$ cat config.mk
export PLATFORM = sky130hd
export DESIGN_NAME = ama_riscv_bp_spec
export DESIGN_NICKNAME = d
export VERILOG_FILES = /design/src/rtl/ama_riscv_bp_spec.sv
export SDC_FILE = /design/constraint.sdc
export NUM_CORES = 1
export LEC_CHECK = 0
export ABC_AREA = 0
export CAP_MARGIN = 0
export CORE_MARGIN = 5
export CORE_UTILIZATION = 45
export DETAILED_ROUTE_END_ITERATION = 10
export PLACE_DENSITY_LB_ADDON = 0.2
export SLEW_MARGIN = 20
export SYNTH_ARGS = -nofsm -noshare
export SYNTH_HDL_FRONTEND = slang
export SYNTH_SLANG_ARGS = --single-unit
export TNS_END_PERCENT = 100
$ cat constraint.sdc
create_clock -name clk -period 8.8 [get_ports clk]
set_input_delay 2.64 -clock clk [delete_from_list [all_inputs] [get_ports clk]]
set_output_delay 2.64 -clock clk [all_outputs]
set_load 0.02 [all_outputs]
$ cat src/rtl/ama_riscv_bp_spec.sv
`default_nettype none
// ============================================================================
// Module      : ama_riscv_bp_spec
// Description : Speculation tracker sitting directly upstream of the branch
//               predictor. Each prediction consumed at decode is queued in
//               program order. When execute resolves a branch, the outcome is
//               compared with the oldest queued prediction. The block drives
//               the predictor's enter/resolve strobes and raises
//               mispredict/redirect for the fetch and flush logic.
//
// Ports       : clk, rst          clock, synchronous active-high reset
//               dec_branch        decode holds a conditional branch
//               dec_stall         decode stalled this cycle
//               dec_pc, bp_pred   decode PC and its prediction (1 = taken)
//               exe_branch        execute resolves a branch this cycle
//               exe_pc            PC of the branch being resolved
//               exe_taken         resolved outcome
//               exe_target        computed branch target
//               spec_enter        predictor strobe: prediction consumed
//               spec_resolve      predictor strobe: branch resolved
//               br_res            resolved outcome forwarded to predictor
//               stall_req         queue full, hold decode
//               mispredict        resolved outcome differs from prediction
//               redirect_pc       correct next PC (0 unless mispredict)
//               proto_err         sticky protocol error flag
//               stat_branches     (optional) saturating resolve count
//               stat_mispred      (optional) saturating mispredict count
//
// Options     : AMA_RISCV_BP_SPEC_STATS_EN adds the two 32-bit saturating
//               statistics counters and their output ports.
//
// Revision    : 1.0 - initial release
// ============================================================================
module ama_riscv_bp_spec #(
    parameter int DEPTH = 2,
    parameter int PC_W  = 32
) (
    input  logic            clk,
    input  logic            rst,
    input  logic            dec_branch,
    input  logic            dec_stall,
    input  logic [PC_W-1:0] dec_pc,
    input  logic            bp_pred,
    input  logic            exe_branch,
    input  logic [PC_W-1:0] exe_pc,
    input  logic            exe_taken,
    input  logic [PC_W-1:0] exe_target,
    output logic            spec_enter,
    output logic            spec_resolve,
    output logic            br_res,
    output logic            stall_req,
    output logic            mispredict,
    output logic [PC_W-1:0] redirect_pc,
    output logic            proto_err
`ifdef AMA_RISCV_BP_SPEC_STATS_EN
    ,
    output logic [31:0]     stat_branches,
    output logic [31:0]     stat_mispred
`endif
);

    localparam int PTR_W = (DEPTH > 1) ? $clog2(DEPTH) : 1;
    localparam int CNT_W = $clog2(DEPTH + 1);

    localparam logic [0:0]       c_ST_RUN   = 1'b0;
    localparam logic [0:0]       c_ST_FLUSH = 1'b1;
    localparam logic [PTR_W-1:0] c_PTR_LAST = PTR_W'(DEPTH - 1);
    localparam logic [CNT_W-1:0] c_CNT_FULL = CNT_W'(DEPTH);

    // Queue storage and bookkeeping
    logic [PC_W-1:0]  r_pc   [DEPTH];
    logic             r_pred [DEPTH];
    logic [PTR_W-1:0] r_head;
    logic [PTR_W-1:0] r_tail;
    logic [CNT_W-1:0] r_count;
    logic [0:0]       r_state;
    logic             r_proto_err;

    logic w_run;
    logic w_empty;
    logic w_full;
    logic w_head_match;
    logic w_valid;
    logic w_mispredict;
    logic w_pop_ok;
    logic w_enter;
    logic w_proto_hit;

    // Modulo-DEPTH increment; DEPTH need not be a power of two.
    function automatic logic [PTR_W-1:0] ptr_inc(input logic [PTR_W-1:0] p);
        return (p == c_PTR_LAST) ? '0 : p + PTR_W'(1);
    endfunction

    assign w_run        = (r_state == c_ST_RUN);
    assign w_empty      = (r_count == '0);
    assign w_full       = (r_count == c_CNT_FULL);
    assign w_head_match = (r_pc[r_head] == exe_pc);

    // A resolve is only accepted against the oldest in-flight prediction.
    assign w_valid      = w_run & exe_branch & ~w_empty & w_head_match;
    assign w_mispredict = w_valid & (r_pred[r_head] != exe_taken);
    assign w_pop_ok     = w_valid & ~w_mispredict;
    assign w_proto_hit  = w_run & exe_branch & (w_empty | ~w_head_match);

    // A correct resolve frees the head slot in the same cycle, so a full
    // queue can still accept a new prediction.
    assign w_enter = w_run & dec_branch & ~dec_stall & ~w_mispredict
                   & (~w_full | w_pop_ok);

    assign spec_enter   = w_enter;
    assign spec_resolve = w_valid;
    assign br_res       = exe_taken;
    assign stall_req    = w_run & dec_branch & w_full & ~w_pop_ok;
    assign mispredict   = w_mispredict;
    assign redirect_pc  = w_mispredict ? (exe_taken ? exe_target : exe_pc + PC_W'(4))
                                       : '0;
    assign proto_err    = r_proto_err;

    // Control state, pointers and sticky error
    always_ff @(posedge clk) begin
        if (rst) begin
            r_state     <= c_ST_RUN;
            r_head      <= '0;
            r_tail      <= '0;
            r_count     <= '0;
            r_proto_err <= 1'b0;
        end else begin
            case (r_state)
                c_ST_RUN:   r_state <= w_mispredict ? c_ST_FLUSH : c_ST_RUN;
                c_ST_FLUSH: r_state <= c_ST_RUN;
                default:    r_state <= c_ST_RUN;
            endcase

            if (w_proto_hit) begin
                r_proto_err <= 1'b1;
            end

            if (w_mispredict) begin
                // Everything younger than the head is wrong-path.
                r_head  <= '0;
                r_tail  <= '0;
                r_count <= '0;
            end else begin
                if (w_pop_ok) begin
                    r_head <= ptr_inc(r_head);
                end
                if (w_enter) begin
                    r_tail <= ptr_inc(r_tail);
                end
                case ({w_enter, w_pop_ok})
                    2'b10:   r_count <= r_count + CNT_W'(1);
                    2'b01:   r_count <= r_count - CNT_W'(1);
                    default: r_count <= r_count;
                endcase
            end
        end
    end

    // Entry payload; not reset because occupancy gates every read.
    always_ff @(posedge clk) begin
        if (!rst && w_enter) begin
            r_pc[r_tail]   <= dec_pc;
            r_pred[r_tail] <= bp_pred;
        end
    end

`ifdef AMA_RISCV_BP_SPEC_STATS_EN
    logic [31:0] r_stat_branches;
    logic [31:0] r_stat_mispred;

    always_ff @(posedge clk) begin
        if (rst) begin
            r_stat_branches <= '0;
            r_stat_mispred  <= '0;
        end else begin
            if (w_valid && (r_stat_branches != 32'hFFFF_FFFF)) begin
                r_stat_branches <= r_stat_branches + 32'd1;
            end
            if (w_mispredict && (r_stat_mispred != 32'hFFFF_FFFF)) begin
                r_stat_mispred <= r_stat_mispred + 32'd1;
            end
        end
    end

    assign stat_branches = r_stat_branches;
    assign stat_mispred  = r_stat_mispred;
`endif

endmodule
`default_nettype wire

Word-level counts from Yosys, hierarchy flattened. Memories as Yosys holds them, arrays and structs flattened. A register that Yosys moved wholly into a read port is not among the register bits. Index checks and enable logic that the tools add are counted.

Add/sub/neg operators: 5. Multipliers: 0. Div/mod/pow operators: 0. $lt $le $gt $ge: 0. Equal/unequal tests: 5. Shift operators: 0. Muxes and demuxes: 13. Bitwise gates (word level): 21. Reduce and logical (&&, ||, !) cells: 5.

Operators with widths (count): two-way mux 32 bit (2); adder 32 x 3 -> 32 bit (second input constant) (1); equality test 32 bit (1); AND 1 bit (12); two-way mux 1 bit (9); NOT 1 bit (7); equality test 2 bit (second input constant) (2); case mux 2 bit (2 select lines) (1); adder 1 bit (second input constant) (2); adder 2 x 1 -> 2 bit (second input constant) (1); equality test 2 x 1 -> 1 bit (second input constant) (1); zero test 2 bit (1); OR 1 bit (2); case mux 1 bit (2 select lines) (1); nonzero test 2 bit (1); OR reduction 2 bit (1); subtractor 2 x 1 -> 2 bit (second input constant) (1); logical AND 1 bit (1); zero test 1 bit (1); != test 1 bit (1).

Bits in registers: 6. Bits in latches: 0. Bits in writable memories: 66. Memory bits (read-only): 0. Input bits: 103. Output and inout bits: 38. Logic and storage cells: 56. Memories: 2.

Memories: r_pc (depth 2, width 32, read ports 1, clocked after Yosys merged registers in 1, wr ports 1, line 71) `logic [PC_W-1:0] r_pc [DEPTH];`; r_pred (depth 2, width 1, read ports 1, clocked after Yosys merged registers in 1, wr ports 1, line 72) `logic r_pred [DEPTH];`.

Depth between registers and ports, before layout. Gate-level depths: netlist (run 1).

Depth in word-level cells: 12. Depth in mapped cells: 10. Depth with buffers taken out: 8.

Worst setup path before layout (run 1). Ideal clock, no wire load.

Kind: input -> register. Start point: input port exe_pc[4]. End point: memory r_pc[1][0], enable pin. Library setup time: 0.506 ns. Arrival: 7.068 ns. Data required time: 8.294 ns. Setup slack: 1.226 ns. Stages: 6. Buffers on the path: 0. Cells stage by stage: xnor2_1 -> nor4_2 -> nand3_1 -> nor3_4 -> o21ai_2 -> nor4_1.

Word-level cells in the longest chain between the ends: 10. Elaborated cells between the ends (all ways): 11. Those cells by class: 1 x eq/ne; 2 x mux; 7 x bitwise; 1 x reduce/logical.

Ends and longest elaborated chain: from (decl) (line 45) `input logic [PC_W-1:0] exe_pc,`; equality test 32 bit (*) (line 97) `assign w_head_match = (r_pc[r_head] == exe_pc);`; AND 1 bit (*) (line 100) `assign w_valid = w_run & exe_branch & ~w_empty & w_head_match;`; net spec_resolve (line 49) `output logic spec_resolve,`; AND 1 bit (line 101) `assign w_mispredict = w_valid & (r_pred[r_head] != exe_taken);`; NOT 1 bit (line 102, 107); AND 1 bit (line 102) `assign w_pop_ok = w_valid & ~w_mispredict;`; OR 1 bit (line 108) `& (~w_full | w_pop_ok);`; AND 1 bit (*) (line 108); logical AND 1 bit (*) (line 161) `if (!rst && w_enter) begin`; two-way mux 1 bit (*) (line 161); two-way mux 1 bit (not written as such) (*) (line 162) `r_pc[r_tail] <= dec_pc;`; to (decl) (line 71).

Mark *: on every way through the listed nets, which the timed path passes. The rest lies on a longest branch.

Worst setup path after layout (run 1).
Start point: input port exe_pc[23]. End point: output port redirect_pc[23].

Word-level cells in the longest chain between the ends: 4. Elaborated cells between the ends (all ways): 6. Those cells by class: 1 x add/sub; 1 x eq/ne; 2 x mux; 2 x bitwise.

Ends and longest elaborated chain: branches (longest 3 deep; another with adder 32 x 3 -> 32 bit); two-way mux 32 bit (*) (line 115) `assign redirect_pc = w_mispredict ? (exe_taken ? exe_target : exe_pc + PC_W'(4))`; to (decl) (line 53) `output logic [PC_W-1:0] redirect_pc,`.

Every way passes the cells marked *.

==> reports/metrics.cfg, run 1 <==
[setup_path]
critPathBufInv=2
timing.critical_path.from_type=input pin
cp.arrival_ps=5620
crit_path_cell_trace=clkdlybuf4s50_1 -> xor2_1 -> nor4b_1 -> nand4_1 -> nor3_4 -> nand2_4 -> a211oi_1 -> clkdlybuf4s50_1
end_kind=output pin
cp_top_family=simple AND/OR/NAND/NOR gates
required_time_at_the_worst_slack_endpoint_ps=6160
timing.critical_path.slowest_cell_delay_ps=650
critical-path-top-cell-by-count=clkdlybuf4s50_1
worst_r2r_path_depth=8
cp_slowest_cell=clkdlybuf4s50_1
crit_fanout=34
critical_path_class=in2out
crit_cells=8
timing.critical_path.from=exe_pc[23]

[timing]
setup-tns-final_ps=0
slew_headroom_pct=32.6
timing.final.max_slew_violations=0
finalHoldViolations=0
setup_violation_total_in_the_final_timing_report=0
finalWorstSetupSlack_ps=540
worstMarginPinSlew_ps=1010
max_fclk_mhz=121
period_share_pct=93.9
finalCriticalPeriod_ps=8260
rsz0062_at_grt=false
finClkSkew_ps=11.1

[final_layout]
syn_to_final_growth_pct=40.7
final-instance-count-excl-fill=631
drive_gt1_share_pct=6.73
fill_cells=755
mostFrequentLayoutCell=clkdlybuf4s50_1
finalCoreUtilization_pct=64.5
net_count_reported_at_finish=619
multi_input_area_sq_mm=0.00196
seqCellArea_sq_mm=0.00212
antenna_cells_inserted=0
mostFrequentLayoutCells=clkdlybuf4s50_1 (140), edfxtp_1 (66), nor2_1 (54)

[yosys]
distinct_cell_type_count_after_synthesis=40
synthArstFlopShare_pct=0
netlist_area_sq_mm=0.00420
cell_accounting_for_the_most_synthesized_area=edfxtp_1
synth.ff_latch_count=73
synth-main-ff-cell=edfxtp_1
biggest_area_contributors_in_the_synthesized_netlist=edfxtp_1 (47%), mux2i_1 (11%), xnor2_1 (8.8%), nor2_1 (4.9%), xor2_1 (3.8%)
number_of_enable_type_register_cells_in_the_synthesized_netlist=66
synth_cells=375
synthDominantCellAreaShare_pct=47.2
ys.warnings.count=0
syn_nets=479
syn-mean-instance-area_sq_um=11.2
synth.yosys.seq_area_share_pct=50.6

[cts]
clock_input_transition_at_the_sequential_cells_of_the_worst_setup_and_hold_paths_ps=80
clockBufferDepth=2
ctsHoldBuffers=0
htree_num_levels=3
cts.repair.resized=0
clock-sinks=73
cts_inserted_buffers=9
clock_tree.root_cell=clkbuf_8
post_cts_buffers=0
clock_tree_from_tritoncts=done
clock_latency_ps=330

[global_routing]
grt_max_degree=35
groute.layer.met2.usage_pct=30.8
grtUsageMet1_pct=26.1
first_global_vias=3234
grt_util_met3_pct=3.52
groute.usage.overall_pct=19.2
grt_busiest_layer=met2
initial_antenna_violation_count=0
grt_remaining_overflow=0
grt_first_pass_wirelength_um=16900

[placed_design]
dpl_worst_slack_ps=583
portBuffers=140
gp_congestion=0.868
detailed_place_hpwl_um=8760
dp_cells=615

[routing]
firstDrtPassIters=4
drt.antenna.violating_nets=0
drt-initial-drc-count=135
detail_route.drc_violations=0
dr_total_vias=3316
wire_per_inst_um=17.8
via_per_inst=5.26
wl_um=11300

[pwr]
leakagePower_nw=1.92
finalPower_uw=811
p_per_area_mw_per_mm2=137
max-vdd-ir-drop_mv=0.131

[hold_path]
timing.hold.worst_path_depth=2
hp-start=proto_err
min_path_type=reg2reg

[floorplanning]
coreArea_sq_mm=0.00915
floorplan.die_area_sq_mm=0.0114
fp.dieW_um=107
io_pins=141
floorplan.initialDensity_pct=45.8
placementRows=35
vert_die_dim_um=107

[flow_run]
maxCapViolCount=0

[outcome]
outcome=complete, no violations

## worst paths after layout
| check | to | slack, ps |
|---|---|---|
| worst max register to register | r_pc[1][26] | 5000 |
| worst min register to register | proto_err | 450 |
| worst min-delay path | proto_err | 450 |
| worst max-delay path | redirect_pc[23] | 540 |
## through the flow
step	hold slack, ps	area (sq um)
5_1_grt	484	5900
6_report	453	5900
3_3_place_gp	434	5680
3_5_place_dp	442	5680
4_1_cts	455	5900
2_1_floorplan	459	4200
## state kept, by name, indices dropped and copies added (netlist names), named ones only
register / count
proto_err: 1
r_count: 2
r_head: 1
r_pc: 64
r_pred: 2
r_state: 1
r_tail: 1
## Yosys cell counts (2+ instances only)
| cell | n |
|---|---|
| a211o_1 | 2 |
| a211oi_1 | 3 |
| a211oi_2 | 4 |
| a21oi_1 | 20 |
| and3_1 | 6 |
| and4_1 | 4 |
| buf_2 | 2 |
| buf_6 | 5 |
| clkbuf_1 | 7 |
| dfxtp_1 | 7 |
| edfxtp_1 | 66 |
| inv_1 | 7 |
| mux2i_1 | 45 |
| nand2_1 | 15 |
| nand2b_1 | 2 |
| nand3_1 | 15 |
| nand3b_1 | 2 |
| nand4_1 | 8 |
| nor2_1 | 55 |
| nor3_1 | 4 |
| nor3b_1 | 2 |
| nor4_1 | 11 |
| nor4_2 | 2 |
| nor4b_1 | 3 |
| o21ai_0 | 3 |
| or3_1 | 2 |
| or3b_2 | 2 |
| xnor2_1 | 42 |
| xor2_1 | 18 |
## cell families after synthesis
kind of cell / after synthesis / synth area share (%)
buffers and inverters: 22 / 3.01
AO/OA/AOI/OAI: 36 / 5.61
AND/OR/NAND/NOR: 138 / 17.2
flip-flops: 73 / 50.6
multiplexers: 45 / 10.7
XOR/XNOR: 60 / 12.5
adder cells (fa/ha/maj): 1 / 0.298
## tightest hold or removal path, stage by stage, from the launching register on
cell	delay, ps
dfxtp_1	320
inv_1	50
a21oi_1	50
## cell type report
cell class                 count  share of cell area [%]
clock inverter                 5                    1.31
sequential                    73                    36.0
inverter                       7                   0.445
tap                          111                    2.35
clock buffer                  11                    2.56
multi-input combinational    280                    33.1
timing repair buffer         144                    24.2
## routing by layer
layer | wire length [um] | share of wire, % | vias to the layer above
met3 | 801 | 7.1 | 12
met1 | 5010 | 44 | 1519
li1 | - | - | 1651
met4 | 171 | 1.5 | 0
met5 | 0 | 0 | -
met2 | 5280 | 47 | 134
## where the power goes
| part | internal, mW | switching [mW] | total (mW) |
|---|---|---|---|
| logic | 0.0685 | 0.0593 | 0.128 |
| registers | 0.389 | 0.00368 | 0.393 |
| clock network | 0.174 | 0.116 | 0.290 |
| total | 0.632 | 0.179 | 0.811 |
Power figures use the tool's default switching activity.
==> run 2, diff against run 1 <==
--- a/config.mk
+++ b/config.mk
@@ -11,6 +11,7 @@
 export CORE_UTILIZATION = 45
 export DETAILED_ROUTE_END_ITERATION = 10
 export PLACE_DENSITY_LB_ADDON = 0.2
+export SETUP_SLACK_MARGIN = 0.05
 export SLEW_MARGIN = 20
 export SYNTH_ARGS = -nofsm -noshare
 export SYNTH_HDL_FRONTEND = slang
==> results of run 2 <==
Final layout, timing and power as in run 1 (identical DEF).
